**config.mk**
```make
export PLATFORM = sky130hd
export DESIGN_NAME = selector_cuadro
export DESIGN_NICKNAME = d
export VERILOG_FILES = /design/src/rtl/tictactoe_pkg.sv /design/src/rtl/antirrebote.sv /design/src/rtl/selector_cuadro.sv
export SDC_FILE = /design/constraint.sdc
export NUM_CORES = 1
export LEC_CHECK = 0
export ABC_AREA = 1
export BUFFER_PORTS_ARGS = -buffer_cell sky130_fd_sc_hd__buf_4
export CAP_MARGIN = 15
export CORE_ASPECT_RATIO = 1.4
export CORE_MARGIN = 1
export CORE_UTILIZATION = 30
export CTS_CLUSTER_SIZE = 24
export DETAILED_ROUTE_END_ITERATION = 8
export PLACE_DENSITY = 0.46
export SLEW_MARGIN = 20
export SYNTH_ARGS = -nofsm -noshare
export SYNTH_HDL_FRONTEND = slang
export SYNTH_SLANG_ARGS = --single-unit
```
**constraint.sdc**
```tcl
create_clock -name clk_100MHz -period 5.1 [get_ports clk_100MHz]
set_clock_uncertainty 0.2 [all_clocks]
set_input_delay 0 -clock clk_100MHz [delete_from_list [all_inputs] [get_ports clk_100MHz]]
set_output_delay 0 -clock clk_100MHz [all_outputs]
set_load 0.02 [all_outputs]
```
**src/rtl/tictactoe_pkg.sv**
```systemverilog
// -----------------------------------------------------------------------------
// tictactoe_pkg
// Shared definitions for the tic-tac-toe square selector and the game FSM:
// board dimensions, FSM state encoding, button indices and small index helpers
// (one-hot decode, modulo-9 reduction, cursor movement with wrap-around).
// -----------------------------------------------------------------------------
package tictactoe_pkg;

    localparam int NUM_CUADROS = 9;
    localparam int GRID        = 3;

    // Index of each debounced push-button inside the button vector
    localparam int B_SEL       = 0;
    localparam int B_UP        = 1;
    localparam int B_DOWN      = 2;
    localparam int B_LEFT      = 3;
    localparam int B_RIGHT     = 4;
    localparam int NUM_BOTONES = 5;

    typedef logic [3:0] idx_t;

    localparam idx_t IDX_CENTRO = 4'd4;

    typedef enum logic [1:0] {
        ESPERA = 2'd0,
        BUSCA  = 2'd1,
        EMITE  = 2'd2,
        SUELTA = 2'd3
    } estado_t;

    typedef enum logic [2:0] {
        MOV_NINGUNO = 3'd0,
        MOV_ARRIBA  = 3'd1,
        MOV_ABAJO   = 3'd2,
        MOV_IZQ     = 3'd3,
        MOV_DER     = 3'd4
    } mov_t;

    // One-hot decode of a square index; indices above 8 decode to zero
    function automatic logic [8:0] onehot9(input idx_t idx);
        onehot9 = 9'd1 << idx;
    endfunction

    // Reduce a 9-bit value to a square index 0..8
    function automatic idx_t mod9(input logic [8:0] v);
        logic [8:0] r;
        r    = v % 9'd9;
        mod9 = r[3:0];
    endfunction

    // Next square index in scan order, wrapping 8 -> 0
    function automatic idx_t inc_mod9(input idx_t idx);
        if (idx >= 4'd8) begin
            inc_mod9 = 4'd0;
        end else begin
            inc_mod9 = idx + 4'd1;
        end
    endfunction

    // Move the cursor one step; rows and columns wrap inside the 3x3 grid
    function automatic idx_t mover(input idx_t idx, input mov_t mov);
        idx_t fila;
        idx_t col;
        fila = (idx >= 4'd6) ? 4'd2 : ((idx >= 4'd3) ? 4'd1 : 4'd0);
        col  = idx - fila * 4'd3;
        case (mov)
            MOV_ARRIBA: fila = (fila == 4'd0) ? 4'd2 : fila - 4'd1;
            MOV_ABAJO:  fila = (fila == 4'd2) ? 4'd0 : fila + 4'd1;
            MOV_IZQ:    col  = (col  == 4'd0) ? 4'd2 : col  - 4'd1;
            MOV_DER:    col  = (col  == 4'd2) ? 4'd0 : col  + 4'd1;
            default:    fila = fila;
        endcase
        mover = fila * 4'd3 + col;
    endfunction

endpackage

```
**src/rtl/antirrebote.sv**
```systemverilog
// -----------------------------------------------------------------------------
// antirrebote
// Two-flop synchronizer followed by a debouncer for one raw push-button.
// The debounced level only follows the synchronized input after
// DEBOUNCE_CYCLES consecutive samples that disagree with the current level.
//
// Ports:
//   clk      in   sampling clock (rising edge)
//   reset_n  in   asynchronous active-low reset (level, counter, sync -> 0)
//   boton    in   raw asynchronous button, active-high
//   nivel    out  debounced button level
// -----------------------------------------------------------------------------
module antirrebote #(
    parameter int DEBOUNCE_CYCLES = 1000000
) (
    input  logic clk,
    input  logic reset_n,
    input  logic boton,
    output logic nivel
);

    localparam int CNT_W = (DEBOUNCE_CYCLES > 1) ? $clog2(DEBOUNCE_CYCLES) : 1;
    localparam logic [CNT_W-1:0] CNT_MAX = CNT_W'(DEBOUNCE_CYCLES - 1);

    logic             sync1_r;
    logic             sync2_r;
    logic             nivel_r;
    logic [CNT_W-1:0] cnt_r;

    // Two-flop synchronizer for the asynchronous button input
    always_ff @(posedge clk or negedge reset_n) begin
        if (!reset_n) begin
            sync1_r <= 1'b0;
            sync2_r <= 1'b0;
        end else begin
            sync1_r <= boton;
            sync2_r <= sync1_r;
        end
    end

    // Debouncer: any sample equal to the current level restarts the count
    always_ff @(posedge clk or negedge reset_n) begin
        if (!reset_n) begin
            nivel_r <= 1'b0;
            cnt_r   <= '0;
        end else if (sync2_r == nivel_r) begin
            cnt_r   <= '0;
        end else if (cnt_r == CNT_MAX) begin
            nivel_r <= sync2_r;
            cnt_r   <= '0;
        end else begin
            cnt_r   <= cnt_r + CNT_W'(1);
        end
    end

    assign nivel = nivel_r;

endmodule

```
**src/rtl/selector_cuadro.sv**
```systemverilog
// -----------------------------------------------------------------------------
// selector_cuadro
// Cursor-based square selector for a 3x3 tic-tac-toe board. Five debounced
// buttons move a cursor (with wrap-around) and select the square under it.
// An accepted selection produces a one-cycle one-hot strobe on cuadro; a
// refused selection produces a one-cycle pulse on rechazo.
//
// Optional feature (macro RANDOM_MOVE_EN): adds the randomClick input, its
// debouncer and a 9-bit free-running LFSR (x^9 + x^5 + 1). A random request
// searches, starting from LFSR mod 9, for the first free square.
//
// Ports:
//   clk_100MHz   in   sole clock, rising edge
//   reset_n      in   asynchronous active-low reset
//   btn_up/down/left/right/sel  in  raw push-buttons, active-high
//   ocupado      in   [8:0] occupied squares (bit i = square i taken)
//   enable       in   game FSM accepts a move this cycle
//   randomClick  in   raw random-move request (RANDOM_MOVE_EN only)
//   cuadro       out  [8:0] one-hot selected-square strobe, one cycle per move
//   cursor       out  [8:0] one-hot current cursor square
//   rechazo      out  one-cycle pulse when a request is refused
// -----------------------------------------------------------------------------
module selector_cuadro
    import tictactoe_pkg::*;
#(
    parameter int         DEBOUNCE_CYCLES = 1000000,
    parameter logic [8:0] LFSR_SEED       = 9'h1A5
) (
    input  logic       clk_100MHz,
    input  logic       reset_n,
    input  logic       btn_up,
    input  logic       btn_down,
    input  logic       btn_left,
    input  logic       btn_right,
    input  logic       btn_sel,
    input  logic [8:0] ocupado,
    input  logic       enable,
`ifdef RANDOM_MOVE_EN
    input  logic       randomClick,
`endif
    output logic [8:0] cuadro,
    output logic [8:0] cursor,
    output logic       rechazo
);

    logic [NUM_BOTONES-1:0] boton_s;
    logic [NUM_BOTONES-1:0] nivel_s;
    logic [NUM_BOTONES-1:0] nivel_prev_r;
    logic [NUM_BOTONES-1:0] evento_s;
    logic                   rnd_nivel_s;
    logic                   rnd_evento_s;

    estado_t    estado_r;
    estado_t    estado_sig_s;
    idx_t       idx_r;
    idx_t       idx_sig_s;
    logic       rechazo_sig_s;
    logic [8:0] cuadro_sig_s;
    logic [8:0] cursor_sig_s;
    logic [8:0] cuadro_r;
    logic [8:0] cursor_r;
    logic       rechazo_r;

    assign boton_s[B_SEL]   = btn_sel;
    assign boton_s[B_UP]    = btn_up;
    assign boton_s[B_DOWN]  = btn_down;
    assign boton_s[B_LEFT]  = btn_left;
    assign boton_s[B_RIGHT] = btn_right;

    for (genvar g = 0; g < NUM_BOTONES; g++) begin : g_boton
        antirrebote #(
            .DEBOUNCE_CYCLES(DEBOUNCE_CYCLES)
        ) u_antirrebote (
            .clk    (clk_100MHz),
            .reset_n(reset_n),
            .boton  (boton_s[g]),
            .nivel  (nivel_s[g])
        );
    end

    // Previous debounced levels for rising-edge detection
    always_ff @(posedge clk_100MHz or negedge reset_n) begin
        if (!reset_n) begin
            nivel_prev_r <= '0;
        end else begin
            nivel_prev_r <= nivel_s;
        end
    end

    // Single-cycle event on each debounced rising edge; falling edges ignored
    assign evento_s = nivel_s & ~nivel_prev_r;

`ifdef RANDOM_MOVE_EN
    logic       rnd_prev_r;
    logic [8:0] lfsr_r;
    idx_t       cand_r;
    idx_t       cand_sig_s;
    logic [3:0] busq_r;
    logic [3:0] busq_sig_s;

    antirrebote #(
        .DEBOUNCE_CYCLES(DEBOUNCE_CYCLES)
    ) u_antirrebote_rnd (
        .clk    (clk_100MHz),
        .reset_n(reset_n),
        .boton  (randomClick),
        .nivel  (rnd_nivel_s)
    );

    // Random-request edge register and free-running LFSR x^9 + x^5 + 1
    always_ff @(posedge clk_100MHz or negedge reset_n) begin
        if (!reset_n) begin
            rnd_prev_r <= 1'b0;
            lfsr_r     <= LFSR_SEED;
        end else begin
            rnd_prev_r <= rnd_nivel_s;
            lfsr_r     <= {lfsr_r[7:0], lfsr_r[8] ^ lfsr_r[4]};
        end
    end

    assign rnd_evento_s = rnd_nivel_s & ~rnd_prev_r;
`else
    assign rnd_nivel_s  = 1'b0;
    assign rnd_evento_s = 1'b0;
`endif

    // FSM state register plus cursor index and search bookkeeping
    always_ff @(posedge clk_100MHz or negedge reset_n) begin
        if (!reset_n) begin
            estado_r <= ESPERA;
            idx_r    <= IDX_CENTRO;
`ifdef RANDOM_MOVE_EN
            cand_r   <= 4'd0;
            busq_r   <= 4'd0;
`endif
        end else begin
            estado_r <= estado_sig_s;
            idx_r    <= idx_sig_s;
`ifdef RANDOM_MOVE_EN
            cand_r   <= cand_sig_s;
            busq_r   <= busq_sig_s;
`endif
        end
    end

    // Next-state logic; event priority sel > random > up > down > left > right
    always_comb begin
        estado_sig_s  = estado_r;
        idx_sig_s     = idx_r;
        rechazo_sig_s = 1'b0;
`ifdef RANDOM_MOVE_EN
        cand_sig_s    = cand_r;
        busq_sig_s    = busq_r;
`endif
        case (estado_r)
            ESPERA: begin
                if (evento_s[B_SEL]) begin
                    if (enable && ((ocupado & onehot9(idx_r)) == 9'd0)) begin
                        estado_sig_s = EMITE;
                    end else begin
                        rechazo_sig_s = 1'b1;
                    end
                end else if (rnd_evento_s) begin
`ifdef RANDOM_MOVE_EN
                    if (enable) begin
                        estado_sig_s = BUSCA;
                        cand_sig_s   = mod9(lfsr_r);
                        busq_sig_s   = 4'd0;
                    end else begin
                        rechazo_sig_s = 1'b1;
                    end
`else
                    rechazo_sig_s = 1'b1;
`endif
                end else if (evento_s[B_UP]) begin
                    idx_sig_s = mover(idx_r, MOV_ARRIBA);
                end else if (evento_s[B_DOWN]) begin
                    idx_sig_s = mover(idx_r, MOV_ABAJO);
                end else if (evento_s[B_LEFT]) begin
                    idx_sig_s = mover(idx_r, MOV_IZQ);
                end else if (evento_s[B_RIGHT]) begin
                    idx_sig_s = mover(idx_r, MOV_DER);
                end else begin
                    estado_sig_s = ESPERA;
                end
            end
            BUSCA: begin
`ifdef RANDOM_MOVE_EN
                // One candidate per cycle; nine misses means the board is full
                if ((ocupado & onehot9(cand_r)) == 9'd0) begin
                    idx_sig_s    = cand_r;
                    estado_sig_s = EMITE;
                end else if (busq_r == 4'd8) begin
                    rechazo_sig_s = 1'b1;
                    estado_sig_s  = ESPERA;
                end else begin
                    cand_sig_s = inc_mod9(cand_r);
                    busq_sig_s = busq_r + 4'd1;
                end
`else
                estado_sig_s = ESPERA;
`endif
            end
            EMITE: begin
                // The request was committed last cycle, so enable is not rechecked
                estado_sig_s = SUELTA;
            end
            SUELTA: begin
                if (!nivel_s[B_SEL] && !rnd_nivel_s) begin
                    estado_sig_s = ESPERA;
                end else begin
                    estado_sig_s = SUELTA;
                end
            end
            default: begin
                estado_sig_s = ESPERA;
            end
        endcase
    end

    // Output decode from the next state so the registered outputs line up with it
    always_comb begin
        cursor_sig_s = onehot9(idx_sig_s);
        if (estado_sig_s == EMITE) begin
            cuadro_sig_s = onehot9(idx_sig_s);
        end else begin
            cuadro_sig_s = 9'd0;
        end
    end

    // Output registers; reset clears the strobe immediately
    always_ff @(posedge clk_100MHz or negedge reset_n) begin
        if (!reset_n) begin
            cuadro_r  <= 9'd0;
            cursor_r  <= onehot9(IDX_CENTRO);
            rechazo_r <= 1'b0;
        end else begin
            cuadro_r  <= cuadro_sig_s;
            cursor_r  <= cursor_sig_s;
            rechazo_r <= rechazo_sig_s;
        end
    end

    assign cuadro  = cuadro_r;
    assign cursor  = cursor_r;
    assign rechazo = rechazo_r;

endmodule

```
==> results of run 1 <==
layer usage:
metal	global-route usage, %	vias up	wire [um]
li1	-	3113	-
met1	16.7	2871	7970
met2	25.1	51	9220
met3	2.54	16	374
met4	5.51	0	253
met5	0	-	0
cells by family after synthesis:
family	synth area share, %
simple gates	28.1
buf+inv	7.38
flops	45.9
compound gates	6.97
xor+xnor	4.20
fa+ha+maj	6.42
mux	0.964
other cells	0.0474
per-stage QoR:
stage               power, uW  TNS (ps)
finish                   2540         0
global route             2640     -6.90
CTS                      2580         0
detailed placement       1290         0
global placement         1290         0
floorplan                1240         0
how the worst max path moves through the flow:
stage                     slack (ps)                   to               start  cells past startpoint
after floorplan                    7  cuadro[0]$_DFF_PN0_  idx_r[2]$_DFF_PN1_                     34
after global placement            90  cuadro[2]$_DFF_PN0_  idx_r[2]$_DFF_PN1_                     34
after detailed placement           2  cuadro[5]$_DFF_PN0_  idx_r[2]$_DFF_PN1_                     35
after CTS                          7  cuadro[4]$_DFF_PN0_  idx_r[2]$_DFF_PN1_                     35
after global routing              -4  cuadro[5]$_DFF_PN0_  idx_r[2]$_DFF_PN1_                     33
final                            220  cuadro[5]$_DFF_PN0_  idx_r[2]$_DFF_PN1_                     33
power breakdown:
group          internal (uW)  switching, uW  total [uW]
combinational           36.8           63.8         101
sequential              1160           8.74        1170
clock                    739            530        1270
total                   1940            603        2540
sequential cells by signal, summed over array words and instances (netlist names):
signal                         flops
g_boton.u_antirrebote.cnt_r      100
g_boton.u_antirrebote.sync1_r      5
nivel_prev_r                       5
idx_r                              4
g_boton.u_antirrebote.nivel        5
cursor                             9
g_boton.u_antirrebote.sync2_r      5
estado_r                           2
cuadro                             9
rechazo                            1
layout by cell type, fill, tap and decap left out, drive strengths merged, types with 9 or more instances in the layout:
master | synthesis | layout
nor2 | 135 | 135
nand2 | 156 | 157
nand3 | 46 | 46
xor2 | 24 | 24
buf | 4 | 53
o21ai | 25 | 25
nor3 | 37 | 37
nor4 | 17 | 17
dfrtp | 143 | 143
clkbuf | 3 | 18
a21oi | 41 | 41
xnor2 | 14 | 14
nand4 | 26 | 26
a31oi | 9 | 9
inv | 145 | 149
ha | 31 | 31
dlygate4sd3 | 0 | 13
worst register-to-register path: cells and delay by family, from the launching register on:
family                     cells  cell delay (ps)
buffers and inverters          8              410
AOI/OAI and AO/OA              1              180
adders and majority gates      7             1900
and+or+nand+nor               16             1330
DFF                            1              550
xor gates and xnor gates       1              180
synthesized netlist by cell type, types with 4 or more instances:
| cell | instances | area (um^2) |
|---|---|---|
| nor2_2 | 21 | 131 |
| nor3_1 | 28 | 140 |
| or2_2 | 5 | 31.3 |
| ha_1 | 31 | 388 |
| nand3_2 | 6 | 60.1 |
| nor2_4 | 7 | 78.8 |
| a21oi_1 | 40 | 200 |
| nor4_1 | 15 | 93.8 |
| xnor2_1 | 14 | 123 |
| nor3b_1 | 4 | 30.0 |
| nand3_1 | 39 | 195 |
| nor3_2 | 7 | 70.1 |
| nand2_1 | 126 | 473 |
| nor2_1 | 107 | 402 |
| fa_1 | 6 | 120 |
| nand2_2 | 28 | 175 |
| inv_1 | 132 | 495 |
| nand4_1 | 26 | 163 |
| a31oi_1 | 9 | 56.3 |
| mux2_2 | 5 | 56.3 |
| xor2_1 | 24 | 210 |
| o21a_1 | 8 | 60.1 |
| inv_2 | 12 | 45.0 |
| dfrtp_1 | 143 | 3580 |
| o21ai_0 | 21 | 105 |
cell type report:
cell class | instances | area, um^2
fillers | 2668 | 16400
repair buffers | 66 | 536
clock inverters | 14 | 155
well taps | 324 | 405
multi-input cells | 614 | 3850
flip-flops and latches | 145 | 3630
inverters | 145 | 549
clock buffers | 18 | 439
repair_timing:
| item | in CTS | in global routing |
|---|---|---|
| pin swaps | 0 | 14 |
| buffers inserted | 0 | 4 |
| cloned | 0 | 1 |
| resized for setup | 1 | 39 |
| setup endpoints to repair | 8 | 19 |
| endpoints found under the hold margin | 86 | 0 |
| hold buffers | 13 | 0 |
==> results by group, run 1 <==
Place
  • Cell area after placement: 0.00866 mm^2
  • Post-Place Setup Slack: 2.34 ps
  • Inst Count DP: 1276
  • GP Congestion: 0.782
  • Hpwl dp: 13100 um
  • Port Buffers: 35

Synthesis
  • Primary FF master, synth: dfrtp_1
  • Post-synthesis sequential area ratio: 45.9%
  • Synth Area per Inst: around 8.7 um^2
  • Synth async-reset ratio: between 90% and 100%
  • Number of synthesized flops with an enable pin: 0
  • Post-Syn Nets: a little under 1000
  • Yosys reg bits: 145
  • Mapped Area: between 0.007 and 0.008 mm^2
  • Synth cell types: 53
  • Cells after synthesis: 910
  • Synth Warn #: 0

Worst setup path
  • Arr. time, crit path: roughly 5000 ps
  • CP Launch Type: register
  • Worst EP required: between 5000 and 6000 ps
  • Worst Path Buf+Inv: 8
  • R2R setup slack: approximately 220 ps
  • Slowest cell on the critical path: fa_2
  • Crit Path Class: reg2reg
  • CP delay by family, top: adder cells
  • Setup crit end kind: register
  • Slowest stage delay, CP: around 580 ps
  • Worst-path fanout max: 5
  • FF-to-FF Start: idx_r[2]$_DFF_PN1_
  • R2r worst-path depth: 33
  • Reg-to-reg endpoint: cuadro[5]$_DFF_PN0_

Floorplan
  • Core ar.: around 0.026 mm^2
  • Die X: between 100 and 150 um
  • Die height: 194 um
  • Die area: between 0.02 and 0.03 mm^2
  • Num ports: 36
  • Initial Util: 30.4%
  • # rows: 70

Power and ir drop
  • P_leak: 0.00438 uW
  • Pwr/cell area: 266 mW/mm^2
  • Maximum vdd drop: 224 uV

Timing
  • Slew Limit Headroom: 46.4%
  • Worst Setup Slack, final: 224 ps
  • Slew @ Worst Pin: 805 ps
  • Final period util: 95.6%
  • Final hold vios: 0
  • Final Max Slew Viols: 0
  • Setup violations, final: 0
  • Tmin final: 4880 ps
  • Fmax: 205 MHz
  • Hold slack: 43.6 ps

Hold path
  • Worst Hold Class: in2reg
  • Hold path startpoint: btn_down
  • Hold Crit Endpoint: g_boton[2].u_antirrebote.sync1_r$_DFF_PN0_
  • Hold depth: 2

CTS
  • Clk buf depth: 2
  • CTS tree: yes
  • Clk Latency, worst-skew pair: 430 ps
  • Clock transition at path regs: about 60 ps
  • Cts bufs inserted: 17
  • Root buf cell: clkbuf_16
  • Clock Sinks: ~150
  • Htree depth: 4

Global route
  • Initial antenna violation count: 0
  • Largest net degree at the start of global routing: 83
  • Gr usage total: between 10 and 15%
  • Remaining Overflow, GRT: 0
  • Vias in the first global route: between 6000 and 7000
  • First-pass GRT wire length: around 30000 um

Drt
  • Vias per cell: roughly 4.6
  • Via count: about 6100
  • Post-DR wirelength/cell: 13.4 um
  • Routed wire length: 17800 um
  • DR pass1 iterations: 4
  • Post-route DRC: 0
  • ANT nets after route: 0
  • DR iter-0 viols: 273

Cells and area
  • Fin util: between 30% and 40%
  • Ant diodes: 0
  • Fin cells: 1326
  • Final instance area: 0.00957 mm^2
  • Layout area overhead: 20.9%
  • Layout cells sized above 1: 22.3%
  • Nets: 1043

Run
  • Max Cap Violations: 0

Run status
  • Outcome: complete, no violations
No activity file was read; power rests on OpenSTA's default activity.
==> run 2: changes to the inputs <==
CTS_CLUSTER_SIZE = default   (was 24)
PLACE_DENSITY = 0.45   (was 0.46)
SLEW_MARGIN = 0   (was 20)
clock period = 5.56 ns   (was 5.1 ns; I/O delays follow)
==> run 2 against run 1 <==
  * Register-to-register slack improved by 190 ps
  * Final cell count down 1.1%
  * Sequential cell count is the same
  * Worst hold slack got worse by 7.7 ps
  * Sequential share of layout area up 0.92 points
  * Critical path depth increased by 1
  * Critical path type unchanged
  * Critical endpoint unchanged
==> results by group, run 2 (same netlist as run 1, synthesis figures left out) <==
Run status
  • Outcome: complete, no violations

Place
  • GP Congestion: 0.817
  • Hpwl dp: ~13000 um
  • Cell area after placement: 0.00859 mm^2
  • Port Buffers: 35

CTS
  • CTS tree: yes
  • Root buf cell: clkbuf_16
  • Htree depth: 4
  • Clk buf depth: 2
  • Clock Sinks: 145
  • Cts bufs inserted: 17
  • Clk Latency, worst-skew pair: 430 ps
  • Clock transition at path regs: 60 ps

Timing
  • Final Max Slew Viols: 0
  • Setup TNS: 0 ps
  • Final period util: 92.5%
  • Fmax: 194 MHz
  • Hold slack: 36.0 ps
  • RSZ-0062 raised after global routing: no
  • Final hold vios: 0
  • Slew Limit Headroom: around two fifths
  • Slew @ Worst Pin: 892 ps
  • Tmin final: 5140 ps
  • Setup violations, final: 0

Drt
  • Post-route DRC: 0
  • ANT nets after route: 0
  • Post-DR wirelength/cell: 13.3 um
  • Vias per cell: between 4 and 5
  • DR pass1 iterations: 5
  • DR iter-0 viols: 286
  • Routed wire length: 17500 um
  • Via count: a little under 6000

Power and ir drop
  • P_leak: 0.00432 uW
  • Pwr/cell area: 250 mW/mm^2
  • Maximum vdd drop: 195 uV

Cells and area
  • Layout area overhead: 18.0%
  • Nets: 1030
  • Layout cells sized above 1: 18.4%
  • Max reg flops: 100
  • Most common cell after layout, fill and taps aside: dfrtp_1
  • Ant diodes: 0
  • Largest Register: g_boton.u_antirrebote.cnt_r
  • Fin util: 35.9%
  • Fillcell total: 2692
  • Leading cell types in the layout, fill and taps excluded: dfrtp_1 (143), inv_1 (130), nand2_1 (126)
  • Final instance area: 0.00934 mm^2

Global route
  • First-pass GRT wire length: around 30000 um
  • Remaining Overflow, GRT: 0
  • Initial antenna violation count: 0
  • Vias in the first global route: 6151
  • Gr usage total: 14.1%
  • Largest net degree at the start of global routing: 72

Worst setup path
  • Setup crit end kind: register
  • Crit Path Class: reg2reg
  • Slowest stage delay, CP: about 540 ps
  • Slowest cell on the critical path: dfstp_2
  • Worst EP required: 5650 ps
  • Worst Path Buf+Inv: 9
  • CP Launch Type: register
  • CP delay by family, top: simple AND/OR/NAND/NOR gates
  • Worst-path fanout max: 5
  • Most used cell, CP: nand2_1
  • Arr. time, crit path: 5230 ps
  • R2R setup slack: approximately 420 ps

Floorplan
  • # rows: 70
  • Initial Util: between 30% and 40%
  • Die area: about 0.027 mm^2
  • Die height: approximately 190 um
  • Die X: 139 um
  • Num ports: 36
  • Core ar.: 0.0260 mm^2

Hold path
  • Worst Hold Class: in2reg

Run
  • Max Cap Violations: 0
==> run 2: cell types whose count changed in the layout (fill, tap and decap cells not counted), sizes merged <==
cell,delta
clkinv,-1
clkinvlp,-3
buf,-12
clkbuf,+5
inv,-3
bufinv,+1
dlygate4sd3,-1
==> run 2: worst reg2reg max path: cells and delay by family, from the launching register on <==
kind                     cells  cell delay [ps]
XOR/XNOR                     1              180
flip-flops                   1              540
AND/OR/NAND/NOR             18             1810
adder cells (fa/ha/maj)      6             1730
buffers and inverters        9              570
==> run 2: path summary, 6_finish.rpt <==
| path | start | end | depth (start not counted) |
|---|---|---|---|
| min in group asynchronous | reset_n | g_boton[3].u_antirrebote.cnt_r[10]$_DFF_PN0_ | 3 |
| min | btn_left | g_boton[3].u_antirrebote.sync1_r$_DFF_PN0_ | 2 |
| max reg2reg | idx_r[2]$_DFF_PN1_ | cuadro[5]$_DFF_PN0_ | 34 |
| max | idx_r[2]$_DFF_PN1_ | cuadro[5]$_DFF_PN0_ | 34 |
| min reg2reg | g_boton[4].u_antirrebote.sync1_r$_DFF_PN0_ | g_boton[4].u_antirrebote.sync2_r$_DFF_PN0_ | 0 |
| max in group asynchronous | reset_n | g_boton[1].u_antirrebote.cnt_r[9]$_DFF_PN0_ | 4 |
==> run 2: layer usage <==
metal	share of wire, %	wire length (um)	GRT usage [%]	up-vias
li1	-	-	-	3087
met1	45	7800	16.7	2811
met2	52	9070	25.1	54
met3	1.9	330	2.49	18
met4	1.6	276	5.31	0
met5	0	0	0	-
==> run 2: what timing repair did <==
action | 4_1_cts | 5_1_grt
setup buffers | 0 | 0
resized for setup | 0 | 6
hold buffers | 12 | 0
endpoints found under the hold margin | 80 | 0
setup endpoints to repair | 0 | 18
==> run 2: cell type report <==
cell class / count / area (um^2) / share of cell area [%]
clock buffers: 23 / 478 / 5.12
clock inverters: 8 / 128 / 1.37
inverters: 145 / 547 / 5.85
multi-input cells: 614 / 3720 / 39.8
flip-flops and latches: 145 / 3630 / 38.9
well taps: 324 / 405 / 4.34
repair buffers: 53 / 432 / 4.62
==> run 2: report_power, final <==
group          switching, uW  total (uW)  leakage [uW]  internal, uW
Clock                    433        1170      0.000290           741
Combinational           57.9        90.2       0.00204          32.3
Sequential              8.06        1080       0.00198          1070
Total                    499        2340       0.00432          1840
==> run 2: through the flow <==
stage | total power [uW] | worst slack [ps] | instances
final | 2340 | 417 | 1312
after global routing | 2450 | 9.20 | 1312
after CTS | 2390 | 322 | 1311
after detailed placement | 1180 | 362 | 1268
after global placement | 1180 | 406 | 1268
after floorplan | 1140 | 343 | 910
